===== config.mk =====
export PLATFORM = sky130hd
export DESIGN_NAME = load_store_unit
export DESIGN_NICKNAME = d
export VERILOG_FILES = /design/src/rtl/riscv_pkg.sv /design/src/rtl/lsu_align.sv /design/src/rtl/load_store_unit.sv
export SDC_FILE = /design/constraint.sdc
export NUM_CORES = 1
export LEC_CHECK = 0
export ABC_CLOCK_PERIOD_IN_PS = 3000
export CAP_MARGIN = 20
export CORE_MARGIN = 1.5
export CORE_UTILIZATION = 43
export DETAILED_ROUTE_END_ITERATION = 8
export PLACE_DENSITY = 0.78
export SLEW_MARGIN = 20
export SYNTH_ARGS = -nofsm -noshare
export SYNTH_HDL_FRONTEND = slang
export SYNTH_SLANG_ARGS = --single-unit

===== constraint.sdc =====
create_clock -name clk -period 3 [get_ports clk]
set_input_delay 0.6 -clock clk [delete_from_list [all_inputs] [get_ports clk]]
set_output_delay 0.6 -clock clk [all_outputs]
set_load 0.01 [all_outputs]

===== src/rtl/riscv_pkg.sv =====
// Shared RV32I load/store encodings and LSU state type.
// Also holds the legality and alignment helpers used at accept time.
package riscv_pkg;

  localparam logic [2:0] F3_B  = 3'b000;
  localparam logic [2:0] F3_H  = 3'b001;
  localparam logic [2:0] F3_W  = 3'b010;
  localparam logic [2:0] F3_BU = 3'b100;
  localparam logic [2:0] F3_HU = 3'b101;

  typedef enum logic [2:0] {
    ST_IDLE  = 3'd0,
    ST_WRITE = 3'd1,
    ST_READ  = 3'd2,
    ST_WAIT  = 3'd3,
    ST_DONE  = 3'd4
  } lsu_state_e;

  function automatic logic lsu_legal(
    input logic       we,
    input logic [2:0] f3
  );
    if (we)
      return (f3 == F3_B) || (f3 == F3_H) || (f3 == F3_W);
    return (f3 == F3_B)  || (f3 == F3_H) || (f3 == F3_W) ||
           (f3 == F3_BU) || (f3 == F3_HU);
  endfunction

  function automatic logic lsu_aligned(
    input logic [2:0] f3,
    input logic [1:0] off
  );
    if (f3[1:0] == 2'b01) return !off[0];
    if (f3[1:0] == 2'b10) return off == 2'b00;
    return 1'b1;
  endfunction

endpackage


===== src/rtl/lsu_align.sv =====
// Byte-lane steering for stores and lane extraction/extension for loads.
// Purely combinational; size comes from funct3, lane from the address offset.
module lsu_align
  import riscv_pkg::*;
(
  input  logic [2:0]  funct3_i,
  input  logic [1:0]  off_i,
  input  logic [31:0] wdata_i,
  input  logic [31:0] rdata_i,
  output logic [3:0]  wmask_o,
  output logic [31:0] wdata_o,
  output logic [31:0] rdata_o
);

  logic [3:0]  mask_base;
  logic [31:0] rsh;

  assign wdata_o = wdata_i << {off_i, 3'b000};
  assign wmask_o = mask_base << off_i;
  assign rsh     = rdata_i >> {off_i, 3'b000};

  always_comb begin
    mask_base = 4'b0000;
    unique case (funct3_i[1:0])
      2'b00:   mask_base = 4'b0001;
      2'b01:   mask_base = 4'b0011;
      2'b10:   mask_base = 4'b1111;
      default: mask_base = 4'b0000;
    endcase
  end

  always_comb begin
    rdata_o = rsh;
    unique case (1'b1)
      (funct3_i == F3_B):  rdata_o = {{24{rsh[7]}}, rsh[7:0]};
      (funct3_i == F3_H):  rdata_o = {{16{rsh[15]}}, rsh[15:0]};
      (funct3_i == F3_BU): rdata_o = {24'h0, rsh[7:0]};
      (funct3_i == F3_HU): rdata_o = {16'h0, rsh[15:0]};
      default:             rdata_o = rsh;
    endcase
  end

endmodule


===== src/rtl/load_store_unit.sv =====
// RV32I load/store unit: one transaction at a time, valid/ready on both sides.
// Memory read data arrives MEM_LATENCY cycles after the read strobe.
module load_store_unit
  import riscv_pkg::*;
#(
  parameter int MEM_LATENCY = 1
) (
  input  logic        clk,
  input  logic        resetn,
  input  logic        req_valid,
  output logic        req_ready,
  input  logic        req_we,
  input  logic [2:0]  req_funct3,
  input  logic [31:0] req_addr,
  input  logic [31:0] req_wdata,
  output logic        resp_valid,
  input  logic        resp_ready,
  output logic [31:0] resp_rdata,
  output logic        resp_error,
  output logic [31:0] mem_addr,
  output logic [31:0] mem_wdata,
  output logic [3:0]  mem_wmask,
  output logic        mem_rstrb,
  input  logic [31:0] mem_rdata
);

  localparam logic [2:0] LAST = 3'(MEM_LATENCY - 1);

  lsu_state_e  state_q, state_d;
  logic [2:0]  cnt_q, cnt_d;
  logic [31:0] addr_q, addr_d;
  logic [2:0]  f3_q, f3_d;
  logic [31:0] wdata_q, wdata_d;
  logic [31:0] rdata_q, rdata_d;
  logic        err_q, err_d;

  logic        idle;
  logic        ok;
  logic [2:0]  al_f3;
  logic [1:0]  al_off;
  logic [3:0]  al_wmask;
  logic [31:0] al_wdata;
  logic [31:0] al_rdata;

  assign idle = (state_q == ST_IDLE);
  assign ok   = lsu_legal(req_we, req_funct3) &&
                lsu_aligned(req_funct3, req_addr[1:0]);

  // While idle the aligner steers the incoming request, otherwise the latched one.
  assign al_f3  = idle ? req_funct3 : f3_q;
  assign al_off = idle ? req_addr[1:0] : addr_q[1:0];

  lsu_align u_align (
    .funct3_i (al_f3),
    .off_i    (al_off),
    .wdata_i  (req_wdata),
    .rdata_i  (mem_rdata),
    .wmask_o  (al_wmask),
    .wdata_o  (al_wdata),
    .rdata_o  (al_rdata)
  );

  always_comb begin
    state_d = state_q;
    cnt_d   = cnt_q;
    addr_d  = addr_q;
    f3_d    = f3_q;
    wdata_d = wdata_q;
    rdata_d = rdata_q;
    err_d   = err_q;
    unique case (state_q)
      ST_IDLE: begin
        if (req_valid) begin
          addr_d  = req_addr;
          f3_d    = req_funct3;
          wdata_d = al_wdata;
          rdata_d = '0;
          err_d   = !ok;
          if (!ok)        state_d = ST_DONE;
          else if (req_we) state_d = ST_WRITE;
          else            state_d = ST_READ;
        end
      end
      ST_WRITE: state_d = ST_DONE;
      ST_READ: begin
        cnt_d   = '0;
        state_d = ST_WAIT;
      end
      ST_WAIT: begin
        if (cnt_q == LAST) begin
          rdata_d = al_rdata;
          state_d = ST_DONE;
        end else begin
          cnt_d = cnt_q + 3'd1;
        end
      end
      ST_DONE: if (resp_ready) state_d = ST_IDLE;
      default: state_d = ST_IDLE;
    endcase
  end

  always_ff @(posedge clk or negedge resetn) begin
    if (!resetn) begin
      state_q <= ST_IDLE;
      cnt_q   <= '0;
      addr_q  <= '0;
      f3_q    <= '0;
      wdata_q <= '0;
      rdata_q <= '0;
      err_q   <= 1'b0;
    end else begin
      state_q <= state_d;
      cnt_q   <= cnt_d;
      addr_q  <= addr_d;
      f3_q    <= f3_d;
      wdata_q <= wdata_d;
      rdata_q <= rdata_d;
      err_q   <= err_d;
    end
  end

  assign req_ready  = idle;
  assign resp_valid = (state_q == ST_DONE);
  assign resp_rdata = rdata_q;
  assign resp_error = err_q;
  assign mem_addr   = {addr_q[31:2], 2'b00};
  assign mem_wdata  = wdata_q;
  assign mem_wmask  = (state_q == ST_WRITE) ? al_wmask : 4'b0000;
  assign mem_rstrb  = (state_q == ST_READ);

endmodule


-- After elaboration in Yosys (flattened, before gate mapping)
Cells that the tools add are included.
- register bits after elaboration: 106
- word-level logic and storage cells: 75
- output and inout port bits: 104
- equal/unequal tests: 19
- reduce and logical (&&, ||, !) cells: 19
- shift operators: 3
- mux-type cells: 26
- add/subtract/negate cells: 1
- operator list (operator ; number):
    $pmux W32 S4 ; 1
    $mux W32 ; 2
    $pmux W32 S2 ; 1
    $shl A32 B5 Y32 ; 1
    $shr A32 B5 Y32 ; 1
    $mux W3 ; 6
    $eq A3 B3 Y1 const B ; 5
    $pmux W3 S5 ; 1
    $logic_not A3 Y1 ; 4
    $pmux W4 S3 ; 1
    $mux W1 ; 10
    $eq A3 B1 Y1 const B ; 3
    $eq A3 B2 Y1 const B ; 3
    $ne A2 B2 Y1 const B ; 3
    $pmux W3 S2 ; 1
    $reduce_and A3 Y1 ; 2
    $eq A2 B1 Y1 const B ; 2
    $eq A2 B2 Y1 const B ; 2
    $logic_not A2 Y1 ; 2
    $logic_or A1 B1 Y1 ; 4
    $mux W2 ; 2
    $mux W4 ; 1
    $reduce_and A2 Y1 ; 2
    $reduce_bool A2 Y1 ; 2
    5 further kinds ; 6

-- Logic depth before layout (Yosys ltp)
Gate-level depths: netlist of run 1.
- word-level depth: 10
- depth in mapped cells: 13
- mapped depth without buffers: 8

-- By module
From an unflattened synthesis of run 1, not the netlist that was laid out.
- cell total of the unflattened synthesis: 648
- area, all modules: 5813.1 um^2
- by module, submodules not included (module ; cells each ; seq. area each (um^2) ; instances ; area each (um^2)):
    load_store_unit ; 443 ; 2652.5 ; 1 ; 4400.5
    lsu_align ; 205 ; 0.0 ; 1 ; 1412.6

-- Worst setup path before layout of run 1
No wires, ideal clock.
- path kind: register to output
- start: register state_q[0]
- end: output mem_wmask[0]
- stages on the path, launching flop included: 10
- setup slack: 0.124 ns
- data arrival time: 2.276 ns
- path buffers: 4
- cell sequence: dfrtp_1 > buf_6 > nor3_2 > buf_6 > buf_4 > buf_2 > mux2i_1 > inv_1 > ha_1 > nor4_1
- longest elaborated chain between the ends: 6
- elaborated cells on any way between the ends: 10
- RTL lines (what ; RTL line ; text):
    start, declared ; load_store_unit.sv:29 ; lsu_state_e state_q, state_d;
    start signal, assigned ; load_store_unit.sv:112 ; state_q <= state_d;
    $logic_not A3 Y1 * ; load_store_unit.sv:45 ; assign idle = (state_q == ST_IDLE);
    named net req_ready ; load_store_unit.sv:11 ; output logic req_ready,
    $mux W3 ; load_store_unit.sv:50 ; assign al_f3 = idle ? req_funct3 : f3_q;
    $eq A2 B2 Y1, or another cell as far along ; lsu_align.sv:24 ; unique case (funct3_i[1:0])
    $pmux W4 S3 ; lsu_align.sv:24 ;
    $shl A4 B2 Y4 * ; lsu_align.sv:19 ; assign wmask_o = mask_base << off_i;
    $mux W4 * ; load_store_unit.sv:128 ; assign mem_wmask = (state_q == ST_WRITE) ? al_wmask : 4'b0000;
    end, declared ; load_store_unit.sv:22 ; output logic [3:0] mem_wmask,
Mark *: on every way through the listed nets, which the timed path passes. The rest lies on a longest branch.

-- Worst setup path after layout of run 1
- start: register state_q[0]
- end: output mem_wmask[2]
- longest elaborated chain between the ends: 6
- elaborated cells on any way between the ends: 10
- RTL lines (what ; RTL line):
    $logic_not A3 Y1 ; load_store_unit.sv:45
    $mux W3 ; load_store_unit.sv:50
    $eq A2 B2 Y1, or another cell as far along ; lsu_align.sv:24
    $pmux W4 S3 ; lsu_align.sv:24
    $shl A4 B2 Y4 ; lsu_align.sv:19
    $mux W4 * ; load_store_unit.sv:128
Mark *: on every way between the ends. The rest lies on a longest branch, timed or not.

==> impl_metrics.env, run 1 <==
export IMPL_worst_slew_pin_slew_ps=864
export IMPL_cts_root_buffer="clkbuf_16"
export IMPL_critPathLaunchType="flop"
export IMPL_port_buffers=205
export IMPL_top_level_ports=208
export IMPL_end_kind="output port"
export IMPL_clk_latency_ps=350
export IMPL_postSynthCellCount=523
export IMPL_via_per_inst=5.48
export IMPL_clock_fmax_mhz=334
export IMPL_crit_arrival_ps=2390
export IMPL_cts_tree="done"
export IMPL_first_iter_violations=382
export IMPL_start_util_pct=44.5
export IMPL_r2r_end="mem_wdata[20]"
export IMPL_vdd_drop_max_mv=0.425
export IMPL_report_power_total_w=0.00709
export IMPL_yosys_top_cells_area="dfrtp_1, mux2_2, mux2i_1, buf_4, nand2_1"
export IMPL_antenna_found_initial=0
export IMPL_overflow=0
export IMPL_period_share_pct=99.7
export IMPL_period_needed_ps=2990
export IMPL_ys_warn_count=0
export IMPL_status="completed"
export IMPL_yosysUniqueCellTypes=46
export IMPL_cts_sinks=106
export IMPL_yosysTopAreaCell="dfrtp_1"
export IMPL_p_sw_share_pct=35.3
export IMPL_p_sw_w=0.00250
export IMPL_place_congestion=0.902
export IMPL_final_max_slew_viol_count=0
export IMPL_grt_pass1_wl_um=26400
export IMPL_p_per_area_nw_per_um2=873
export IMPL_r2r_start="state_q[0]"
export IMPL_comb_power_share_pct=51.3
export IMPL_vias=4827
export IMPL_grt_max_degree=57
export IMPL_drtAntennaViolNets=0
export IMPL_p_leak_nw=3.52
export IMPL_die_area_um2=13900
export IMPL_grt_usage_pct=23.9
export IMPL_p_clk_share_pct=18.2
export IMPL_crit_fanout=3
export IMPL_finalHoldViolCount=0
export IMPL_firstDrtPassIters=4
export IMPL_dp_hpwl_um=11800
export IMPL_num_antenna_cells=0
export IMPL_reg2reg_depth=8
export IMPL_regToRegSetupSlack_ps=120
export IMPL_numCtsBuffers=9
export IMPL_drv_cap=0
export IMPL_rsz0062_at_grt="yes"
export IMPL_finalSetupTns_ps=0
export IMPL_syn_area_um2=5690
export IMPL_synth_top_area_share_pct=46.6
export IMPL_slew_limit_headroom_pct=42.4
export IMPL_seqPwrFrac_pct=30.4
export IMPL_clk_pin_slew_worst_paths_ps=70
export IMPL_worstSetupPathType="reg -> out"
export IMPL_cts_path_max_buffers=2
export IMPL_fp_dieH_um=118
export IMPL_skew_ps=5.92
export IMPL_first_global_vias=4950
export IMPL_post_route_drc_count=0
export IMPL_die_x_um=118
export IMPL_power_internal_w=0.00459
export IMPL_area_delta_synth_final_pct=42.7
export IMPL_core_area_um2=12800
export IMPL_ys_ff_latch=106
export IMPL_yosysSeqAreaShare_pct=46.6
export IMPL_rows=41
export IMPL_wl_per_cell_um=18.6
export IMPL_drive_gt1_share_pct=17.1
export IMPL_synth_avg_cell_area_um2=10.9
export IMPL_drt_total_wl_um=16400
export IMPL_cp_data_required_time_ps=2400
export IMPL_fin_nets=814
export IMPL_h_tree_depth=3
export IMPL_hold_class="in -> async"
export IMPL_whs_ps=288
export IMPL_finalSetupViolCount=0
through the flow:
stage	worst slack, ps	cells	utilization, %	instance area (um^2)
after floorplan	124	524	-	5690
after global placement	-75.0	859	60.5	7730
after detailed placement	-163	859	60.5	7730
after CTS	26.5	878	63.3	8090
after global routing	-86.2	881	63.6	8120
final	7.98	881	63.6	8120
metal layers:
| layer | share of wire, % | wire (um) | global-route usage (%) | up-vias |
|---|---|---|---|---|
| met4 | 2.9 | 479 | 9.83 | 0 |
| li1 | - | - | - | 2230 |
| met1 | 43 | 6990 | 30.5 | 2333 |
| met2 | 47 | 7730 | 38.9 | 225 |
| met5 | 0 | 0 | 0 | - |
| met3 | 7.5 | 1230 | 6.15 | 39 |
cells by family after synthesis:
kind of cell	count (synthesis)	share of synthesized area, %
AOI/OAI and AO/OA	126	15.4
xor gates and xnor gates	1	0.154
adders and majority gates	6	1.32
buffers and inverters	75	8.38
DFF	106	46.6
muxes	95	19.0
other	1	0.0659
and+or+nand+nor	113	9.04
cells in the final DEF (no fill, tap or decap), types with 8 or more instances in the layout:
cell,instances
a2bb2oi_1,8
a21oi_1,17
dfrtp_1,106
clkbuf_16,9
a211oi_1,21
mux2_2,49
o211ai_1,8
a22o_1,8
nor2b_1,12
mux2i_1,35
o221ai_1,8
nand2_1,70
buf_4,26
o21ai_0,26
clkdlybuf4s50_1,200
a22oi_1,17
inv_1,9
how the worst max path moves through the flow:
| stage | start | end |
|---|---|---|
| finish | state_q[0] | mem_wmask[2] |
| global route | state_q[0] | mem_wmask[2] |
| CTS | state_q[2] | mem_wmask[2] |
| detailed placement | req_funct3[0] | mem_wmask[0] |
| global placement | req_funct3[1] | mem_wmask[2] |
| floorplan | state_q[0] | mem_wmask[0] |
worst max-delay path, stage by stage (launching register included):
cell and delay, ps:
dfrtp_1 410, nor3_4 310, mux2i_2 310, inv_1 130
buf_6 130, ha_2 160, mux2_4 270, a21oi_2 140
nor2_1 40, buf_2 140
cells in the mapped netlist (all sizes together):
| cell type | number |
|---|---|
| xor2 | 1 |
| nand2b | 2 |
| o31ai | 1 |
| mux4 | 2 |
| a22o | 8 |
| nor2 | 8 |
| conb | 1 |
| mux2 | 54 |
| mux2i | 39 |
| a21o | 1 |
| nor4 | 3 |
| o41ai | 3 |
| or3 | 1 |
| a211oi | 21 |
| o21ai | 28 |
| inv | 9 |
| nor3 | 8 |
| a221o | 1 |
| nand3 | 5 |
| and2 | 2 |
| o22ai | 1 |
| or2 | 1 |
| a2bb2oi | 8 |
| clkbuf | 9 |
| dfrtp | 106 |
| a22oi | 17 |
| nor2b | 12 |
| o211ai | 8 |
| a31oi | 2 |
| buf | 57 |
| o221ai | 8 |
| nand2 | 71 |
| ha | 6 |
| a21oi | 18 |
| o32ai | 1 |
cell type report:
cell class / instances / area, um^2
Inverter: 9 / 33.8
Tap cell: 172 / 215
Multi-Input combinational cell: 343 / 2600
Clock buffer: 12 / 256
Clock inverter: 4 / 73.8
Sequential cell: 106 / 2650
Fill cell: 984 / 4650
Timing Repair Buffer: 235 / 2290
power groups by stage:
stage / Clock, W / Sequential (W) / Combinational (W)
after global routing: 0.00138 / 0.00221 / 0.00389
final: 0.00129 / 0.00216 / 0.00364
after global placement: 0 / 0.00216 / 0.00343
after detailed placement: 0 / 0.00217 / 0.00350
after floorplan: 0 / 0.00221 / 0.00222
after CTS: 0.00132 / 0.00216 / 0.00356
flip-flops by register name (all words and copies together), names as in the netlist:
name        flops
cnt_q           3
state_q         3
addr_q         32
resp_rdata     32
mem_wdata      32
f3_q            3
resp_error      1
timing repair:
item,CTS,global route
gates resized for setup,10,12
setup endpoints to repair,4,5
hold endpoints to repair,0,0
hold buffers,0,0
pin swaps,1,1
buffers inserted,3,3
Note: power is estimated with default switching activity, not from simulation.
==> run 2, diff against run 1 <==
Settings changed: ABC_CLOCK_PERIOD_IN_PS 3000 to 2600, CORE_UTILIZATION 43 to 41.
Clock period 3 ns to 2.6 ns, I/O delays scaled along.
==> impl_metrics.env, run 2 (synthesized netlist as in run 1, its figures left out) <==
export IMPL_status="finished with violations"
export IMPL_failed_checks="negative setup slack"
export IMPL_dp_hpwl_um=12100
export IMPL_crit_arrival_ps=2280
export IMPL_cts_sinks=106
export IMPL_cp_data_required_time_ps=2080
export IMPL_die_area_um2=14600
export IMPL_critPathLaunchType="flop"
export IMPL_cpPeakStageDelay_ps=410
export IMPL_die_x_um=121
export IMPL_fin_ws_ps=-198
export IMPL_layout_commonest_cell="clkdlybuf4s50_1"
export IMPL_finalHoldViolCount=0
export IMPL_pre_cts_ws_ps=-460
export IMPL_final_cell_area_um2=8190
export IMPL_port_buffers=205
export IMPL_crit_slowest_cell="dfrtp_1"
export IMPL_num_antenna_cells=0
export IMPL_period_needed_ps=2800
export IMPL_worst_slew_pin_slew_ps=599
export IMPL_grt_max_degree=107
export IMPL_crit_path_frequent_cell="buf_6"
export IMPL_via_per_inst=5.45
export IMPL_first_global_vias=4979
export IMPL_dpl_cell_area_um2=7820
export IMPL_crit_fanout=3
export IMPL_grt_pass1_wl_um=25700
export IMPL_rows=42
export IMPL_clk_latency_ps=350
export IMPL_utilization_pct=61.1
export IMPL_cts_root_buffer="clkbuf_16"
export IMPL_start_util_pct=42.5
export IMPL_firstDrtPassIters=4
export IMPL_overflow=0
export IMPL_core_area_um2=13400
export IMPL_area_delta_synth_final_pct=44.0
export IMPL_cts_hold_buffers_added=0
export IMPL_finalSetupViolCount=4
export IMPL_period_share_pct=108
export IMPL_place_congestion=0.824
export IMPL_fin_nets=820
export IMPL_end_kind="output port"
export IMPL_skew_ps=5.70
export IMPL_cts_tree="done"
export IMPL_fp_dieH_um=121
export IMPL_p_per_area_nw_per_um2=994
export IMPL_final_cell_mix="clkdlybuf4s50_1, dfrtp_1, nand2_1"
export IMPL_vdd_drop_max_mv=0.523
export IMPL_worstSetupPathType="reg -> out"
export IMPL_hold_class="in -> async"
export IMPL_clk_pin_slew_worst_paths_ps=70
export IMPL_drv_cap=0
export IMPL_crit_path_cell_trace="nor3_4, buf_6, mux2i_4, buf_6, ha_4, mux2_2, a21oi_2, nor2_1, buf_2"
export IMPL_p_leak_nw=3.54
export IMPL_final_max_slew_viol_count=0
export IMPL_rsz0062_at_grt="yes"
export IMPL_antenna_found_initial=0
export IMPL_drt_total_wl_um=16500
export IMPL_vias=4850
export IMPL_drive_gt1_share_pct=18.1
export IMPL_h_tree_depth=3
export IMPL_numCtsBuffers=9
export IMPL_post_route_drc_count=0
export IMPL_first_iter_violations=229
export IMPL_top_level_ports=208
export IMPL_drtAntennaViolNets=0
export IMPL_wl_per_cell_um=18.5
export IMPL_cts_path_max_buffers=2
export IMPL_clock_fmax_mhz=357
export IMPL_grt_usage_pct=22.8
export IMPL_slew_limit_headroom_pct=60.1
## run 2: cell types whose count changed in the layout (fill, tap and decap cells not counted), sizes merged
cell      previous run  this run
clkinvlp             0         1
buf                 32        41
clkinv               2         1
clkbuf              15        13
bufinv               2         0
## run 2: area by class of cell
class	instances	area, um^2
clock inverter	2	12.5
sequential	106	2650
inverter	9	33.8
multi-input combinational	343	2660
timing repair buffer	241	2360
tap	176	220
clock buffer	13	260
fill	1090	5210
## run 2: path summary, 6_finish.rpt
check                              start             end  slack [ps]  cells after the start
min reg2reg                resp_rdata[5]   resp_rdata[5]         480                      2
min in group clk           resp_rdata[5]   resp_rdata[5]         480                      2
max reg2reg                   state_q[0]  resp_rdata[11]         210                      8
max                           state_q[0]    mem_wmask[2]        -200                      9
min                               resetn   mem_wdata[28]         190                      2
max in group asynchronous         resetn    mem_wdata[4]        1920                      2
## run 2: per-stage QoR
stage	setup TNS, ps	power (W)	std cells	hold WS (ps)
after global routing	-892	0.00861	890	269
after global placement	-2410	0.00655	868	463
after floorplan	0	0.00519	524	224
final	-533	0.00815	890	192
after CTS	-442	0.00810	887	259
after detailed placement	-4240	0.00667	868	469
## run 2: per-layer routing
metal / vias up / track usage, % / wire (um)
met4: 0 / 8.68 / 338
met3: 26 / 5.42 / 1310
met5: - / 0 / 0
met2: 219 / 38.8 / 8150
met1: 2360 / 28.0 / 6700
li1: 2245 / - / -
## run 2: power breakdown
group / internal, W / leakage (nW) / switching [W]
clock: 0.000697 / 0.132 / 0.000602
sequential: 0.00217 / 1.36 / 0.000330
combinational: 0.00233 / 2.04 / 0.00201
## run 2: critical path, delay by kind of cell, from the launching register on
kind | cells | cell delay [ps]
AOI/OAI and AO/OA | 1 | 120
adders and majority gates | 1 | 190
buffers and inverters | 3 | 420
DFF | 1 | 410
muxes | 2 | 510
and+or+nand+nor | 2 | 290
## run 2: what timing repair did
item / CTS / global route
gates resized for setup: 25 / 7
setup buffers: 5 / 4
hold endpoints to repair: 0 / 0
pin swaps: 6 / 3
setup endpoints to repair: 13 / 4
==> run 3, diff against run 2 <==
Settings changed: PLACE_DENSITY 0.78 to 0.74.
==> impl_metrics.env, run 3 (synthesized netlist as in run 1, its figures left out) <==
export IMPL_status="finished with violations"
export IMPL_failed_checks="negative setup slack"
export IMPL_finalHoldViolCount=0
export IMPL_first_global_vias=5124
export IMPL_r2r_end="resp_rdata[3]"
export IMPL_area_delta_synth_final_pct=45.4
export IMPL_layout_commonest_cell="clkdlybuf4s50_1"
export IMPL_finalSetupTns_ps=-530
export IMPL_end_kind="output port"
export IMPL_cts_tree="done"
export IMPL_start_util_pct=42.5
export IMPL_period_needed_ps=2780
export IMPL_cts_hold_buffers_added=0
export IMPL_crit_arrival_ps=2260
export IMPL_grt_pass1_wl_um=26800
export IMPL_drive_gt1_share_pct=19.1
export IMPL_clock_fmax_mhz=360
export IMPL_grt_max_degree=68
export IMPL_p_per_area_nw_per_um2=1010
export IMPL_rsz0062_at_grt="yes"
export IMPL_vias=4872
export IMPL_top_level_ports=208
export IMPL_report_power_total_w=0.00838
export IMPL_clk_latency_ps=350
export IMPL_rows=42
export IMPL_clk_pin_slew_worst_paths_ps=70
export IMPL_fp_dieH_um=121
export IMPL_die_area_um2=14600
export IMPL_post_route_drc_count=0
export IMPL_finalSetupViolCount=4
export IMPL_final_cell_area_um2=8270
export IMPL_hold_class="in -> async"
export IMPL_drv_cap=0
export IMPL_place_congestion=0.899
export IMPL_drt_total_wl_um=17100
export IMPL_crit_fanout=3
export IMPL_first_iter_violations=332
export IMPL_via_per_inst=5.43
export IMPL_overflow=0
export IMPL_die_x_um=121
export IMPL_fin_nets=827
export IMPL_numCtsBuffers=9
export IMPL_worstSetupPathType="reg -> out"
export IMPL_antenna_found_initial=0
export IMPL_cts_sinks=106
export IMPL_core_area_um2=13400
export IMPL_fin_ws_ps=-176
export IMPL_port_buffers=205
export IMPL_period_share_pct=107
export IMPL_cts_path_max_buffers=2
export IMPL_p_leak_nw=3.59
export IMPL_vdd_drop_max_mv=0.521
export IMPL_critPathLaunchType="flop"
export IMPL_whs_ps=143
export IMPL_reg2reg_depth=10
export IMPL_slew_limit_headroom_pct=61.0
export IMPL_grt_usage_pct=23.8
export IMPL_h_tree_depth=3
export IMPL_cts_root_buffer="clkbuf_16"
export IMPL_pre_cts_ws_ps=-383
export IMPL_cp_data_required_time_ps=2080
export IMPL_r2r_start="state_q[2]"
export IMPL_wl_per_cell_um=19.0
export IMPL_regToRegSetupSlack_ps=70
export IMPL_dpl_cell_area_um2=7870
export IMPL_drtAntennaViolNets=0
export IMPL_firstDrtPassIters=4
export IMPL_worst_slew_pin_slew_ps=580
export IMPL_dp_hpwl_um=12400
export IMPL_final_max_slew_viol_count=0
export IMPL_skew_ps=6.75
export IMPL_num_antenna_cells=0
export IMPL_final_cell_mix="clkdlybuf4s50_1, dfrtp_1, nand2_1"
run 3: stage by stage:
stage               util [%]  instances
detailed placement      58.7        874
finish                  61.7        898
global placement        58.7        874
global route            61.7        898
floorplan                  -        524
CTS                     61.4        895
run 3: worst max-delay path, stage by stage, from the launching register on:
cell	delay (ps)
dfrtp_1	410
nor3_4	190
buf_6	150
mux2i_4	250
buf_6	130
ha_4	190
mux2_4	280
a21oi_2	120
nor2_1	50
buf_2	140
run 3: how the worst max path moves through the flow:
stage | start | end | slack, ps
CTS | state_q[2] | mem_wmask[2] | -180
finish | state_q[2] | mem_wmask[2] | -180
detailed placement | req_funct3[1] | mem_wmask[2] | -380
floorplan | state_q[0] | mem_wmask[2] | 1
global placement | req_funct3[1] | mem_wmask[2] | -320
global route | state_q[2] | mem_wmask[2] | -270
run 3: repair_timing:
action,4_1_cts,5_1_grt
pin swaps,6,4
cloned,0,0
setup endpoints to repair,5,5
resized for setup,28,8
setup buffers,5,4
run 3: routing by layer:
metal	vias to the layer above	track usage [%]	part of all wire [%]
met5	-	0	0
met4	0	8.82	2.3
met3	34	7.50	9.0
met2	241	39.8	49
met1	2344	28.7	40
li1	2253	-	-
run 3: final cells by class:
| class | count | area [um^2] |
|---|---|---|
| Clock buffer | 13 | 260 |
| Clock inverter | 3 | 46.3 |
| Fill cell | 1084 | 5130 |
| Inverter | 9 | 33.8 |
| Multi-Input combinational cell | 343 | 2650 |
| Sequential cell | 106 | 2650 |
| Tap cell | 176 | 220 |
| Timing Repair Buffer | 248 | 2410 |
run 3: where the power goes:
group	total (W)	switching, W	internal [W]
logic	0.00445	0.00206	0.00240
clock network	0.00143	0.000623	0.000805
registers	0.00250	0.000327	0.00217
